### src/rtl/display_pkg.sv
// Shared 7-segment definitions for the floor indicator: segment codes,
// the seg_t type and the decimal digit to segment mapping.
package display_pkg;

    typedef logic [6:0] seg_t;  // {a,b,c,d,e,f,g}, active-high

    localparam seg_t SEG_0     = 7'b1111110;
    localparam seg_t SEG_1     = 7'b0110000;
    localparam seg_t SEG_2     = 7'b1101101;
    localparam seg_t SEG_3     = 7'b1111001;
    localparam seg_t SEG_4     = 7'b0110011;
    localparam seg_t SEG_5     = 7'b1011011;
    localparam seg_t SEG_6     = 7'b1011111;
    localparam seg_t SEG_7     = 7'b1110000;
    localparam seg_t SEG_8     = 7'b1111111;
    localparam seg_t SEG_9     = 7'b1111011;
    localparam seg_t SEG_DASH  = 7'b0000001;
    localparam seg_t SEG_BLANK = 7'b0000000;

    function automatic seg_t digit_to_seg(input int unsigned d);
        seg_t s;
        case (d)
            0:       s = SEG_0;
            1:       s = SEG_1;
            2:       s = SEG_2;
            3:       s = SEG_3;
            4:       s = SEG_4;
            5:       s = SEG_5;
            6:       s = SEG_6;
            7:       s = SEG_7;
            8:       s = SEG_8;
            9:       s = SEG_9;
            default: s = SEG_BLANK;
        endcase
        return s;
    endfunction

endpackage

### src/rtl/tick_divider.sv
// Modulo-N counter producing a one-cycle wrap pulse on its last count,
// with a synchronous clear that holds it at zero.
module tick_divider #(
    parameter int N = 4
) (
    input  logic clock,
    input  logic reset_n,
    input  logic clear,
    output logic wrap
);

    localparam int W = (N > 1) ? $clog2(N) : 1;

    logic [W-1:0] count;

    assign wrap = !clear && (count == W'(N - 1));

    always_ff @(posedge clock) begin
        if (!reset_n) begin
            count <= '0;
        end else if (clear || wrap) begin
            count <= '0;
        end else begin
            count <= count + W'(1);
        end
    end

endmodule

### src/rtl/floor_display_mux.sv
// Multiplexed decimal floor indicator with blink and out-of-range dashes.
// Build option LEADING_ZERO_BLANK_EN blanks a zero tens digit on valid floors.
module floor_display_mux
    import display_pkg::*;
#(
    parameter int FLOOR_W    = 4,
    parameter int MAX_FLOOR  = 12,
    parameter int NUM_DIGITS = 2,
    parameter int SCAN_DIV   = 4,
    parameter int BLINK_DIV  = 8
) (
    input  logic                  clock,
    input  logic                  reset_n,
    input  logic [FLOOR_W-1:0]    floor,
    input  logic                  blink,
    output logic [6:0]            seg,
    output logic [NUM_DIGITS-1:0] an
);

    logic [FLOOR_W-1:0] floor_r;
    logic               blink_r;
    logic               digit_idx;
    logic               phase_off;
    logic               scan_wrap;
    logic               blink_wrap;
    logic               blink_clear;
    int unsigned        fval;
    int unsigned        tens;
    int unsigned        units;
    seg_t               digit_code;

    // Holding the blink counter cleared while blink is low means it already
    // sits at zero with phase ON on the first high cycle, so the rising edge
    // starts a full-length ON window without a separate edge detector.
    assign blink_clear = !blink_r;

    tick_divider #(.N(SCAN_DIV)) u_scan_div (
        .clock   (clock),
        .reset_n (reset_n),
        .clear   (1'b0),
        .wrap    (scan_wrap)
    );

    tick_divider #(.N(BLINK_DIV)) u_blink_div (
        .clock   (clock),
        .reset_n (reset_n),
        .clear   (blink_clear),
        .wrap    (blink_wrap)
    );

    always_comb begin
        fval       = 32'(floor_r);
        tens       = fval / 10;
        units      = fval % 10;
        digit_code = digit_to_seg(units);
        if (fval > 32'(MAX_FLOOR)) begin
            digit_code = SEG_DASH;
        end else if (digit_idx) begin
`ifdef LEADING_ZERO_BLANK_EN
            digit_code = (tens == 0) ? SEG_BLANK : digit_to_seg(tens);
`else
            digit_code = digit_to_seg(tens);
`endif
        end
    end

    always_ff @(posedge clock) begin
        if (!reset_n) begin
            floor_r   <= '0;
            blink_r   <= 1'b0;
            digit_idx <= 1'b0;
            phase_off <= 1'b0;
            seg       <= SEG_BLANK;
            an        <= '0;
        end else begin
            floor_r <= floor;
            blink_r <= blink;
            if (scan_wrap && NUM_DIGITS == 2) begin
                digit_idx <= !digit_idx;
            end
            if (blink_clear) begin
                phase_off <= 1'b0;
            end else if (blink_wrap) begin
                phase_off <= !phase_off;
            end
            seg <= (blink_r && phase_off) ? SEG_BLANK : digit_code;
            an  <= NUM_DIGITS'(1) << digit_idx;
        end
    end

endmodule
### config.mk
export PLATFORM = sky130hd
export DESIGN_NAME = floor_display_mux
export DESIGN_NICKNAME = d
export VERILOG_FILES = /design/src/rtl/display_pkg.sv /design/src/rtl/tick_divider.sv /design/src/rtl/floor_display_mux.sv
export SDC_FILE = /design/constraint.sdc
export NUM_CORES = 1
export LEC_CHECK = 0
export CELL_PAD_IN_SITES_DETAIL_PLACEMENT = 1
export CELL_PAD_IN_SITES_GLOBAL_PLACEMENT = 1
export CORE_MARGIN = 2
export CORE_UTILIZATION = 29
export CTS_BUF_LIST = sky130_fd_sc_hd__clkbuf_2
export DETAILED_ROUTE_END_ITERATION = 8
export PLACE_DENSITY_LB_ADDON = 0.2
export SYNTH_ARGS = -nofsm -noshare
export SYNTH_HDL_FRONTEND = slang
export SYNTH_HIERARCHICAL = 1
export SYNTH_SLANG_ARGS = --single-unit
### constraint.sdc
create_clock -name clock -period 5.2 [get_ports clock]
set_input_delay 1.56 -clock clock [delete_from_list [all_inputs] [get_ports clock]]
set_output_delay 1.56 -clock clock [all_outputs]
set_load 0.02 [all_outputs]
* Word level (Yosys, flattened, before mapping)
Memory sizes are Yosys's and may differ from the RTL's. Index checks and enable logic that the tools add are counted.
Cells by class: $lt $le $gt $ge 1, divide/modulo/power cells 2, multiply operators 0, add/subtract/negate cells 2, shift-type cells 1, muxes and demuxes 4, bitwise logic cells 1, reduce and logical (&&, ||, !) cells 13, equal/unequal tests 2
Operators by type and width (number):
- $logic_not 28->1 | 2
- $div 4x4->32 const B | 1
- $mod 4x4->32 const B | 1
- $mux 7 | 3
- $reduce_or 2->1 | 3
- $gt 4x4->1 const B | 1
- $add 3x1->3 const B | 1
- $eq 3x3->1 const B | 1
- $logic_not 1->1 | 3
- $reduce_or 3->1 | 1
- $add 2x1->2 const B | 1
- $eq 2x2->1 const B | 1
- $logic_and 1x1->1 | 2
- $reduce_and 2->1 | 1
- $shl 1x1->2 const A | 1
- $logic_or 1x1->1 | 1
- $mux 1 | 1
- $not 1->1 | 1
Storage, ports and cells: input port bits 7, memories kept 2, word-level logic and storage cells 37, bits in latches 0, memory bits (writable) 0, register bits 21, ROM bits 224, output and inout bits 9
Memory list:
- (no name shown) | depth 16, width 7, rd ports 1, clocked after memory_dff 0, write ports 0, line display_pkg.sv:22 | case (d)
- (no name shown) | depth 16, width 7, rd ports 1, clocked after memory_dff 0, write ports 0, line display_pkg.sv:22

* Longest topological paths before layout
Gate-level depths: netlist (run 1).
word-level depth 5, mapped depth 8, gate-level depth less buffers 8

* Hierarchy
Netlist (run 1), hierarchy kept.
By module, submodules not included:
- floor_display_mux | cells an instance 82, area an instance 758.2 µm², times used 1, seq. area each 320.3 µm²
- tick_divider at u_blink_div | cells an instance 9, area an instance 133.9 µm², times used 1, seq. area each 60.1 µm²
- tick_divider at u_scan_div | cells an instance 6, area an instance 88.8 µm², times used 1, seq. area each 40.0 µm²

* Worst setup path before layout (run 1)
Ideal clock, no wire load.
path type in2reg, from input port reset_n, to register seg[1], library setup time 74 ps, stages on the path 4, slack 3009 ps, data required time 5126 ps, path buffers 0, data arrival time 2117 ps, cells stage by stage a21boi_0 -> and2_1 -> nand2_1 -> a31oi_1
Between the ends: cells in the longest elaborated chain, start to end 2
Ends and longest elaborated chain:
- start: declaration | line floor_display_mux.sv:13 | input logic reset_n,
- $not 1->1 (no line)
- $reduce_or 3->1 (no line)
- end signal: assignment | line floor_display_mux.sv:86 | seg <= (blink_r && phase_off) ? SEG_BLANK : digit_code;
- end: declaration | line floor_display_mux.sv:16 | output logic [6:0] seg,
Every way passes these cells. A chain may end at the register's enable or synchronous reset.

* Worst setup path after layout (run 1)
from register an[1], to output port an[1]
RTL lines:
- start: declaration | line floor_display_mux.sv:17 | output logic [NUM_DIGITS-1:0] an
- start signal: assignment | line floor_display_mux.sv:87 | an <= NUM_DIGITS'(1) << digit_idx;
No word-level cell between the ends.

==> summary.md, run 1 <==
| Metric | Value |
|---|---|
| Area share of the largest cell type after synthesis | 42.86% |
| Critical path arrival | 1.28 ns |
| Root Buffer | clkbuf_2 |
| Worst vdd ir | 0.1001 mV |
| Port bufs | 15 |
| Setup bufs post-CTS | 0 |
| Routed Antenna Nets | 0 |
| Status | complete, no violations |
| Initial antenna violation count | 0 |
| RSZ-0062 raised after global routing | false |
| Worst Setup Path Type | flip-flop to output port |
| Resize count post-CTS | 0 |
| Crit-path max cell delay | 0.60 ns |
| Slowest CP cell | clkdlybuf4s50_1 |
| Post-Synthesis Cells | 97 |
| Crit path capture type | output port |
| DRT iter0 DRCs | 37 |
| Fin util | 36.76% |
| Post-DR wirelength/cell | 11.28 um |
| Detailed placer's ending HPWL | 1459 um |
| CP Buf/Inv Count | 1 |
| Ys async rst share | 0% |
| Area Overhead vs Synth | 23.09% |
| Setup tns final | 0 ns |
| Seq/Total Area, Yosys | 42.86% |
| HP Class | flip-flop to flip-flop |
| Vias per cell | 4.383 |
| Worst path cell trace | clkdlybuf4s50_1 |
| Final hold violations | 0 |
| # DRC | 0 |
| Initial Utilization | 29.87% |
| CTS tree | yes |
| Die X | 62.16 um |
| Yosys warns | 6 |
| Core area | 3284 um^2 |
| H-tree depth | 1 |
| GRT Overall Usage | 10.73% |
| Mapped cell area | 980.9 um^2 |
| Clock Skew | 0.02429 ns |
| Yosys reg bits | 21 |
| CTS Sinks | 21 |
| Cell with the most instances after synthesis | dfxtp_1 |
| CTS Buf Count | 3 |
| Final WL | 1827 um |
| Global-route wire length before repair | 3387 um |
| CP required | 3.64 ns |
| Max Transition Viols Final | 0 |
| Overflow after GRT | 0 |
| Vias | 710 |
| Largest net degree at the start of global routing | 16 |
| Die height | 62.16 um |
| Clk slew on worst S/H paths | 0.21 ns |
| Count of cell types in the netlist | 31 |
| Top cells by area, synth | dfxtp_1 43%, ha_1 11%, and2_1 5.1% |
| CP Max Fanout | 1 |
| Main synth FF type | dfxtp_1 |
| Most frequent cells after synthesis | 21 x dfxtp_1, 9 x ha_1, 8 x and2_1, 8 x inv_1, 6 x nand2_1 |
| Tmin final | 2.838 ns |
| # nets final | 133 |
| Period utilisation layout | 54.57% |
| Max Cap Viol | 0 |
| Share of layout cells above drive strength 1 | 10.34% |
| Vias in the first global route | 753 |
| Syn avg cell area | 10.11 um^2 |
| Setup crit start kind | flip-flop |
| CTS Hold Bufs | 0 |
| Maximum root-to-sink buffer count | 2 |
| Routability cong. | 0.7575 |
| Fmax | 352.4 MHz |
| Die footprint | 3864 um^2 |
| P_leak | 0.5236 nW |
| Ant diodes | 0 |
| Later-pin clock latency in the skew report | 0.32 ns |
| # setup viols final | 0 |
| EDFF count, synth | 0 |
| Crit path max-delay family | buffers and inverters |
| 1st-pass router iterations | 4 |
| Cell Pwr Density | 245.4 nW/um^2 |
| Ports | 16 |
| Row count | 21 |
| Area leader, netlist | dfxtp_1 |
## path summary, 6_finish.rpt
path / from / endpoint / slack [ns] / cells after the start
max: an[1] / an[1] / 2.36 / 1
min: u_scan_div/count[0] / u_scan_div/count[0] / 0.46 / 1
min reg2reg: u_scan_div/count[0] / u_scan_div/count[0] / 0.46 / 1
max reg2reg: floor_r[1] / seg[0] / 3.35 / 8
## layout make-up
type                            instances  area (um^2)
Clock buffer                            3        15.01
Clock inverter                          1        5.005
Fill cell                             381         2077
Inverter                                8        30.03
Multi-Input combinational cell         68        529.3
Sequential cell                        21        420.4
Tap cell                               46        57.56
Timing Repair Buffer                   15        150.1
## sequential cells by signal (all words and copies together), names as in the netlist
signal / count
an: 2
blink_r: 1
digit_idx: 1
floor_r: 4
phase_off: 1
seg: 7
u_blink_div/count: 3
u_scan_div/count: 2
## power by group
part           leakage, nW  internal, mW  switching (mW)
Clock               0.0164        0.0174          0.0483
Combinational        0.334        0.0278          0.0267
Sequential           0.174         0.170         0.00595
## worst register-to-register path: stages, from the launching register on
cell and delay, ns:
dfxtp_1 0.51, inv_1 0.12, ha_1 0.21, inv_1 0.05, ha_1 0.24, a21boi_0 0.16
o21ai_1 0.21, o2111ai_1 0.13, a21boi_0 0.19
## placed cells by master, fill, tap and decap left out, types with 3 or more instances in the layout
master | synthesis | routed
o21ai_1 | 3 | 3
ha_1 | 9 | 9
conb_1 | 1 | 3
dfxtp_1 | 21 | 21
and2_1 | 8 | 8
nand2_1 | 6 | 6
a21boi_0 | 4 | 4
clkbuf_2 | 0 | 3
nand2b_1 | 3 | 3
a21oi_1 | 3 | 3
o21a_1 | 3 | 3
clkdlybuf4s50_1 | 0 | 15
inv_1 | 8 | 8
and4bb_2 | 3 | 3
## metrics by stage
step / setup WS [ns] / std cells / instance area (um^2) / power [mW] / hold slack [ns]
floorplan: 3.009 / 99 / 988.4 / 0.2115 / 0.4212
CTS: 2.327 / 162 / 1207 / 0.3028 / 0.4638
detailed placement: 2.130 / 158 / 1187 / 0.2349 / 0.4410
global route: 2.252 / 162 / 1207 / 0.3184 / 0.4861
finish: 2.362 / 162 / 1207 / 0.2963 / 0.4597
global placement: 2.165 / 158 / 1187 / 0.2340 / 0.4283
## logic make-up after synthesis
family | share of synthesized area, %
AO/OA/AOI/OAI | 18.49
XOR/XNOR | 1.786
adder cells (fa/ha/maj) | 11.48
buffers and inverters | 3.953
flip-flops | 42.86
multiplexers | 1.020
other | 0.3823
AND/OR/NAND/NOR | 20.03
## routing by layer
metal	share of wire (%)	global-route usage, %
met1	45	12.70
met2	51	18.89
met3	3.0	2.899
met4	0.44	3.333
met5	0	0
No activity file was read; power rests on OpenSTA's default activity.
==> run 2, diff against run 1 <==
==> constraint.sdc (replaced) <==
create_clock -name clock -period 2.6 [get_ports clock]
set_input_delay 0.78 -clock clock [delete_from_list [all_inputs] [get_ports clock]]
set_output_delay 0.78 -clock clock [all_outputs]
set_load 0.02 [all_outputs]
==> run 2 against run 1 <==
Sequential share of layout area shrank 0.22 points. Critical path type unchanged. First-iteration DRC count is 59% lower. Highest routed layer unchanged. Die area unchanged. Cell count is 0.62% higher. Non-clock buffer count is 1 higher. Setup slack lost 1.8 ns.
==> summary.md, run 2 (synthesis gave the netlist of run 1 again) <==
| Metric | Value |
|---|---|
| # setup viols final | 0 |
| Post-DR wirelength/cell | 11.34 um |
| Top reg by flops | seg |
| CP Buf/Inv Count | 1 |
| CTS tree | yes |
| CP required | 1.82 ns |
| Crit path capture type | output port |
| Worst Setup Path Type | flip-flop to output port |
| Global-route wire length before repair | 3505 um |
| Total chip power | 0.5961 mW |
| HP Class | flip-flop to flip-flop |
| Worst path cell trace | clkdlybuf4s50_1 |
| Critical path arrival | 1.28 ns |
| Clk slew on worst S/H paths | 0.20 ns |
| Regs by FF count | seg: 7 flops, floor_r: 4 flops, u_blink_div/count: 3 flops |
| Final WL | 1848 um |
| Largest net degree at the start of global routing | 15 |
| Area Overhead vs Synth | 23.85% |
| Most frequent cells in the layout | 21 x dfxtp_1, 15 x clkdlybuf4s50_1, 9 x ha_1 |
| Vias in the first global route | 801 |
| DRT iter0 DRCs | 15 |
| Post-route design area | 1215 um^2 |
| Tmin final | 2.059 ns |
| P_leak | 0.5284 nW |
| Initial Utilization | 29.87% |
| Vias per cell | 4.380 |
| Ant diodes | 0 |
| Max Cap Viol | 0 |
| CTS Sinks | 21 |
| Ports | 16 |
| Fillers | 383 |
| Maximum root-to-sink buffer count | 2 |
| DP Worst Slack | 0.5558 ns |
| Setup tns final | 0 ns |
| Port bufs | 15 |
| Routed Antenna Nets | 0 |
| # DRC | 0 |
| Root Buffer | clkbuf_2 |
| CTS Buf Count | 3 |
| Die height | 62.16 um |
| Fin worst setup slack | 0.5408 ns |
| Fin util | 36.99% |
| Commonest non-fill, non-tap cell in the layout | dfxtp_1 |
| Detailed placer's ending HPWL | 1491 um |
| Die footprint | 3864 um^2 |
| Routability cong. | 0.7178 |
| Max reg flops | 7 |
| Worst vdd ir | 0.1760 mV |
| Vias | 714 |
| CP Max Fanout | 1 |
| # nets final | 134 |
| CTS Hold Bufs | 0 |
| Post-Place Cells | 159 |
| Core area | 3284 um^2 |
| RSZ-0062 raised after global routing | false |
| Worst hold slack | 0.4605 ns |
| Fmax | 485.6 MHz |
| Max Transition Viols Final | 0 |
| Resize count post-CTS | 0 |
| Clock Skew | 0.01026 ns |
| Die X | 62.16 um |
| Share of layout cells above drive strength 1 | 11.11% |
| Overflow after GRT | 0 |
| Cell Pwr Density | 490.7 nW/um^2 |
| Setup bufs post-CTS | 0 |
| GRT Overall Usage | 11.20% |
| Initial antenna violation count | 0 |
| Row count | 21 |
| Period utilisation layout | 79.20% |
| Later-pin clock latency in the skew report | 0.32 ns |
| Post-Place Cell Area | 1195 um^2 |
| Finished Layout Cells | 163 |
| Crit path max-delay family | buffers and inverters |
| Slowest CP cell | clkdlybuf4s50_1 |
| Status | complete, no violations |
| Crit-path max cell delay | 0.60 ns |
| H-tree depth | 1 |
| Setup crit start kind | flip-flop |
| 1st-pass router iterations | 3 |
| Final hold violations | 0 |
## run 2: cell types whose count changed in the layout (fill, tap and decap cells not counted), sizes merged
cell | previous run | this run
buf | 0 | 1
## run 2: worst paths after layout
kind / from / end / slack [ns] / depth (start not counted)
max: seg[0] / seg[0] / 0.54 / 1
min: u_scan_div/count[0] / u_scan_div/count[0] / 0.46 / 1
max reg2reg: floor_r[2] / seg[0] / 0.73 / 8
min reg2reg: u_scan_div/count[0] / u_scan_div/count[0] / 0.46 / 1
## run 2: power by group
| group | total (mW) | leakage, nW | switching [mW] | internal (mW) |
|---|---|---|---|---|
| Sequential | 0.352 | 0.174 | 0.0120 | 0.340 |
| Combinational | 0.111 | 0.338 | 0.0539 | 0.0567 |
| Clock | 0.133 | 0.0164 | 0.0983 | 0.0349 |
| Total | 0.596 | 0.528 | 0.164 | 0.432 |
## run 2: cell type report
cell class	count	area (um^2)	share of cell area, %
tap	46	57.56	4.737
timing repair buffer	16	157.7	12.98
inverter	8	30.03	2.472
multi-input combinational	68	529.3	43.56
clock buffer	3	15.01	1.236
clock inverter	1	5.005	0.4119
sequential	21	420.4	34.60
## run 2: layer usage
layer	GRT usage (%)	vias to the layer above	wire length (um)
li1	-	373	-
met1	12.27	330	802
met2	20.65	9	987
met3	2.899	2	49
met4	4.167	0	8
met5	0	-	0
